[config.mk]
export PLATFORM = sky130hd
export DESIGN_NAME = vga_sync_gen
export DESIGN_NICKNAME = d
export VERILOG_FILES = /design/src/rtl/vga_sync_gen.sv
export SDC_FILE = /design/constraint.sdc
export NUM_CORES = 1
export LEC_CHECK = 0
export BUFFER_PORTS_ARGS = -buffer_cell sky130_fd_sc_hd__buf_4
export CAP_MARGIN = 30
export CORE_AREA = 2 2 98 81
export CTS_CLUSTER_SIZE = 8
export DETAILED_ROUTE_END_ITERATION = 8
export DIE_AREA = 0 0 100 83
export PLACE_DENSITY = 0.6
export SETUP_SLACK_MARGIN = 0.4
export SLEW_MARGIN = 10
export SYNTH_ARGS = -nofsm -noshare
export SYNTH_HDL_FRONTEND = slang
export SYNTH_SLANG_ARGS = --single-unit
[constraint.sdc]
create_clock -name clk -period 7.4 [get_ports clk]
set_clock_uncertainty 0.05 [all_clocks]
set_input_delay 1.48 -clock clk [delete_from_list [all_inputs] [get_ports clk]]
set_output_delay 1.48 -clock clk [all_outputs]
set_load 0.01 [all_outputs]
[src/rtl/vga_sync_gen.sv]
// rtl/vga_sync_gen.sv - VGA 640x480@60 timing generator with sync, pixel coordinates and frame/line strobes
// Every output register is loaded from the next-counter value, so outputs describe the counter state loaded on the same edge.
module vga_sync_gen #(
  parameter int   H_ACTIVE = 640,
  parameter int   H_FP     = 16,
  parameter int   H_SYNC   = 96,
  parameter int   H_BP     = 48,
  parameter int   V_ACTIVE = 480,
  parameter int   V_FP     = 10,
  parameter int   V_SYNC   = 2,
  parameter int   V_BP     = 33,
  parameter logic SYNC_POL = 1'b0
) (
  input  logic        clk,
  input  logic        rst_n,
  input  logic        en,
  output logic        hsync,
  output logic        vsync,
  output logic        video_on,
  output logic [9:0]  pixel_x,
  output logic [9:0]  pixel_y,
  output logic        frame_start,
  output logic        line_end,
  output logic [15:0] frame_cnt
);

  localparam int H_TOTAL = H_ACTIVE + H_FP + H_SYNC + H_BP;
  localparam int V_TOTAL = V_ACTIVE + V_FP + V_SYNC + V_BP;

  localparam logic [9:0] H_LAST       = 10'(H_TOTAL - 1);
  localparam logic [9:0] V_LAST       = 10'(V_TOTAL - 1);
  localparam logic [9:0] H_ACT_END    = 10'(H_ACTIVE);
  localparam logic [9:0] V_ACT_END    = 10'(V_ACTIVE);
  localparam logic [9:0] H_SYNC_FIRST = 10'(H_ACTIVE + H_FP);
  localparam logic [9:0] H_SYNC_LAST  = 10'(H_ACTIVE + H_FP + H_SYNC - 1);
  localparam logic [9:0] V_SYNC_FIRST = 10'(V_ACTIVE + V_FP);
  localparam logic [9:0] V_SYNC_LAST  = 10'(V_ACTIVE + V_FP + V_SYNC - 1);

  logic [9:0] h_cnt;
  logic [9:0] v_cnt;
  logic [9:0] h_nxt;
  logic [9:0] v_nxt;
  logic       hsync_nxt;
  logic       vsync_nxt;
  logic       video_nxt;
  logic       origin_nxt;
  logic       line_end_nxt;

  // The >= compares make any out-of-range value fall straight back into the legal range.
  always_comb begin
    h_nxt = h_cnt;
    v_nxt = v_cnt;
    if (en) begin
      if (h_cnt >= H_LAST) begin
        h_nxt = '0;
        v_nxt = (v_cnt >= V_LAST) ? '0 : v_cnt + 10'd1;
      end else begin
        h_nxt = h_cnt + 10'd1;
      end
    end
  end

  // With en low the next counters equal the current ones, so sync/video/pixel simply hold.
  always_comb begin
    hsync_nxt    = ((h_nxt >= H_SYNC_FIRST) && (h_nxt <= H_SYNC_LAST)) ? SYNC_POL : ~SYNC_POL;
    vsync_nxt    = ((v_nxt >= V_SYNC_FIRST) && (v_nxt <= V_SYNC_LAST)) ? SYNC_POL : ~SYNC_POL;
    video_nxt    = (h_nxt < H_ACT_END) && (v_nxt < V_ACT_END);
    origin_nxt   = en && (h_nxt == '0) && (v_nxt == '0);
    line_end_nxt = en && (h_nxt == H_LAST);
  end

  always_ff @(posedge clk or negedge rst_n) begin
    if (!rst_n) begin
      h_cnt       <= H_LAST;
      v_cnt       <= V_LAST;
      hsync       <= ~SYNC_POL;
      vsync       <= ~SYNC_POL;
      video_on    <= 1'b0;
      pixel_x     <= '0;
      pixel_y     <= '0;
      frame_start <= 1'b0;
      line_end    <= 1'b0;
      frame_cnt   <= '0;
    end else begin
      h_cnt       <= h_nxt;
      v_cnt       <= v_nxt;
      hsync       <= hsync_nxt;
      vsync       <= vsync_nxt;
      video_on    <= video_nxt;
      pixel_x     <= video_nxt ? h_nxt : '0;
      pixel_y     <= video_nxt ? v_nxt : '0;
      frame_start <= origin_nxt;
      line_end    <= line_end_nxt;
      if (origin_nxt) begin
        frame_cnt <= frame_cnt + 16'd1;
      end
    end
  end

endmodule

==> impl_metrics.tcl <==
set metrics [dict create \
    multi_input_area_um2 1440 \
    cp.arrival_ns 4.00 \
    syn_nets 319 \
    cts_tree "built" \
    crit_start "en" \
    drtPass1Iterations 4 \
    mostFrequentLayoutCell "dfrtp_1" \
    ys_types 62 \
    worstHoldStart "frame_cnt[15]" \
    cts_root_buf "clkbuf_8" \
    clkLatencyLatePin_ns 0.34 \
    async_flop_share 1.00 \
    worstPathMaxFanout 15 \
    dp_hpwl_mm 4.88 \
    worst_hold_path_type "reg -> reg" \
    gr-total-overflow 0 \
    fin_crit_ns 3.83 \
    vias 2508 \
    synth_seq_cells 61 \
    rsz0062_at_grt "no" \
    die_w_um 100 \
    port_buffers 43 \
    ant_nets 0 \
    vias_per_cell 5.60 \
    core_area_um2 7290 \
    critPathKind "in -> reg" \
    wl_mm 6.94 \
    netSwitchingFraction 0.278 \
    max_freq_mhz 261 \
    fp.dieH_um 83 \
    drc 0 \
    slew_headroom 0.505 \
    grt_max_degree 62 \
    design_area_um2 3720 \
    critical_path_required_ns 7.57 \
    maxSlewViolCount 0 \
    start_kind "input port" \
    cts_buffers 9 \
    tightest_slew_ns 0.743 \
    seq_area_um2 1540 \
    rr_startpoint "h_cnt[0]" \
    p_int_mw 0.646 \
    io_pins 44 \
    cts_setup_buffers 0 \
    fillers 673 \
    power.share.clock 0.371 \
    maxCapViolCount 0 \
    outcome "complete, no violations" \
    wl_per_cell_um 15.5 \
    tns_ns 0 \
    place.gp.congestion 0.923 \
    syn_avg_cell_area_um2 10.1 \
    path_clk_slew_ns 0.06 \
    grt_antenna_before_repair 0 \
    final_cell_mix "dfrtp_1 (49), buf_4 (47), nor2_1 (26), nand2_1 (26), xor2_1 (17)" \
    htreeDepth 3 \
    cts_sinks 61 \
    nets 360 \
    switching_power_mw 0.248 \
    syn-cell-area_um2 3150 \
    comb_power_share 0.172 \
    fp-row-count 28 \
    yosys_warnings 0 \
    power.density_nw_per_um2 240 \
    netlist_instances 312 \
    initial_core_util 0.432 \
    antenna_cells 0 \
    synth_edf_count 0 \
    hold_viol_final 0 \
    layout-drive-gt1-share 0.240 \
    ys_seq_area_frac 0.490 \
    grt_pass1_vias 2316 \
    setup_viol 0 \
    power.leakage_nw 1.71 \
    finalCritPeriodShare 0.518 \
    grt_use_total 0.178 \
    ctsResizeCount 0 \
    die_area_um2 8300 \
    seq_power_share 0.457 \
    clk_path_buf_depth 2 \
    area_growth_pct 18.2 \
    first_iter_violations 142 \
    endpoint_kind "flip-flop" \
    ir_worst_vdd_mv 0.170 \
    place_area_um2 3490 \
    cts_hold_buf 0 \
    synth_ff_type "dfrtp_1" \
    grt_pass1_wl_mm 11.7 \
]
power by group through the flow:
stage / sequential [mW] / clock [mW] / combinational [mW]
finish: 0.408 / 0.332 / 0.154
global route: 0.412 / 0.357 / 0.172
CTS: 0.407 / 0.341 / 0.155
detailed placement: 0.413 / 0 / 0.153
global placement: 0.413 / 0 / 0.152
floorplan: 0.409 / 0 / 0.0932
cells by family (layout without fill, tap and decap cells):
| logic type | Yosys count | after routing | share of synthesized area |
|---|---|---|---|
| simple gates | 141 | 141 | 0.253 |
| flops | 61 | 61 | 0.490 |
| compound gates | 49 | 49 | 0.113 |
| buf+inv | 30 | 76 | 0.0529 |
| xor+xnor | 23 | 23 | 0.0640 |
| fa+ha+maj | 4 | 4 | 0.0159 |
| mux | 3 | 3 | 0.00994 |
| other cells | 1 | 1 | 0.00119 |
worst max-delay path, cell delays in order:
cell       delay [ns]
buf_4            0.17
and3_1           0.19
a21boi_2         0.52
buf_4            0.32
nand4b_1         0.11
a21oi_1          0.15
o2111ai_1        0.12
buf_4            0.22
nor3_1           0.37
mux2_1           0.36
per-layer routing:
metal | global-route usage | part of all wire | vias to the layer above
met1 | 0.264 | 0.49 | 1214
met5 | 0 | 0 | -
li1 | - | - | 1207
met3 | 0.0564 | 0.060 | 14
met4 | 0.0511 | 0.014 | 0
met2 | 0.250 | 0.44 | 73
state kept, by name, indices dropped and copies added (netlist names), 10 cells and up:
name and count:
pixel_y 10, v_cnt 10, frame_cnt 16, h_cnt 10
pixel_x 10
final timing paths:
path	cells past startpoint	slack, ns	endpoint
setup / recovery	10	3.57	frame_cnt[1]
max in group asynchronous	1	5.66	frame_start
hold / removal	1	0.42	frame_cnt[15]
setup reg to reg	10	3.95	frame_cnt[1]
min in group asynchronous	1	1.16	pixel_y[9]
hold reg to reg	1	0.42	frame_cnt[15]
cells in the mapped netlist, drive strengths merged (4+ instances only):
cell | count | area, um^2
xnor2 | 6 | 52.6
nor2 | 26 | 97.6
dfstp | 12 | 315
o21ai | 16 | 80.1
ha | 4 | 50.1
nor2b | 7 | 43.8
xor2 | 17 | 149
nand4b | 5 | 43.8
nand4 | 10 | 62.6
and4 | 5 | 45.0
buf | 8 | 63.8
dfrtp | 49 | 1230
clkbuf | 9 | 53.8
nor4 | 12 | 75.1
a21oi | 8 | 40.0
and3 | 6 | 37.5
or4 | 4 | 30.0
nand3 | 13 | 65.1
nand2 | 27 | 109
inv | 13 | 48.8
nor3 | 11 | 60.1
stage by stage:
step	std cells	hold slack [ns]	util	setup WS, ns	power (mW)
final	448	0.415	0.510	3.57	0.894
after global routing	448	0.451	0.510	3.37	0.941
after CTS	448	0.421	0.510	3.60	0.903
after detailed placement	432	0.410	0.479	3.24	0.566
after global placement	430	0.407	0.477	3.24	0.564
after floorplan	312	0.436	-	3.94	0.502
cell type report:
| type | count | share of cell area |
|---|---|---|
| timing repair buffer | 47 | 0.0949 |
| multi-input combinational | 221 | 0.387 |
| inverter | 13 | 0.0131 |
| clock buffer | 12 | 0.0417 |
| tap | 90 | 0.0303 |
| clock inverter | 4 | 0.0188 |
| sequential | 61 | 0.415 |
No activity file was read; power rests on OpenSTA's default activity.
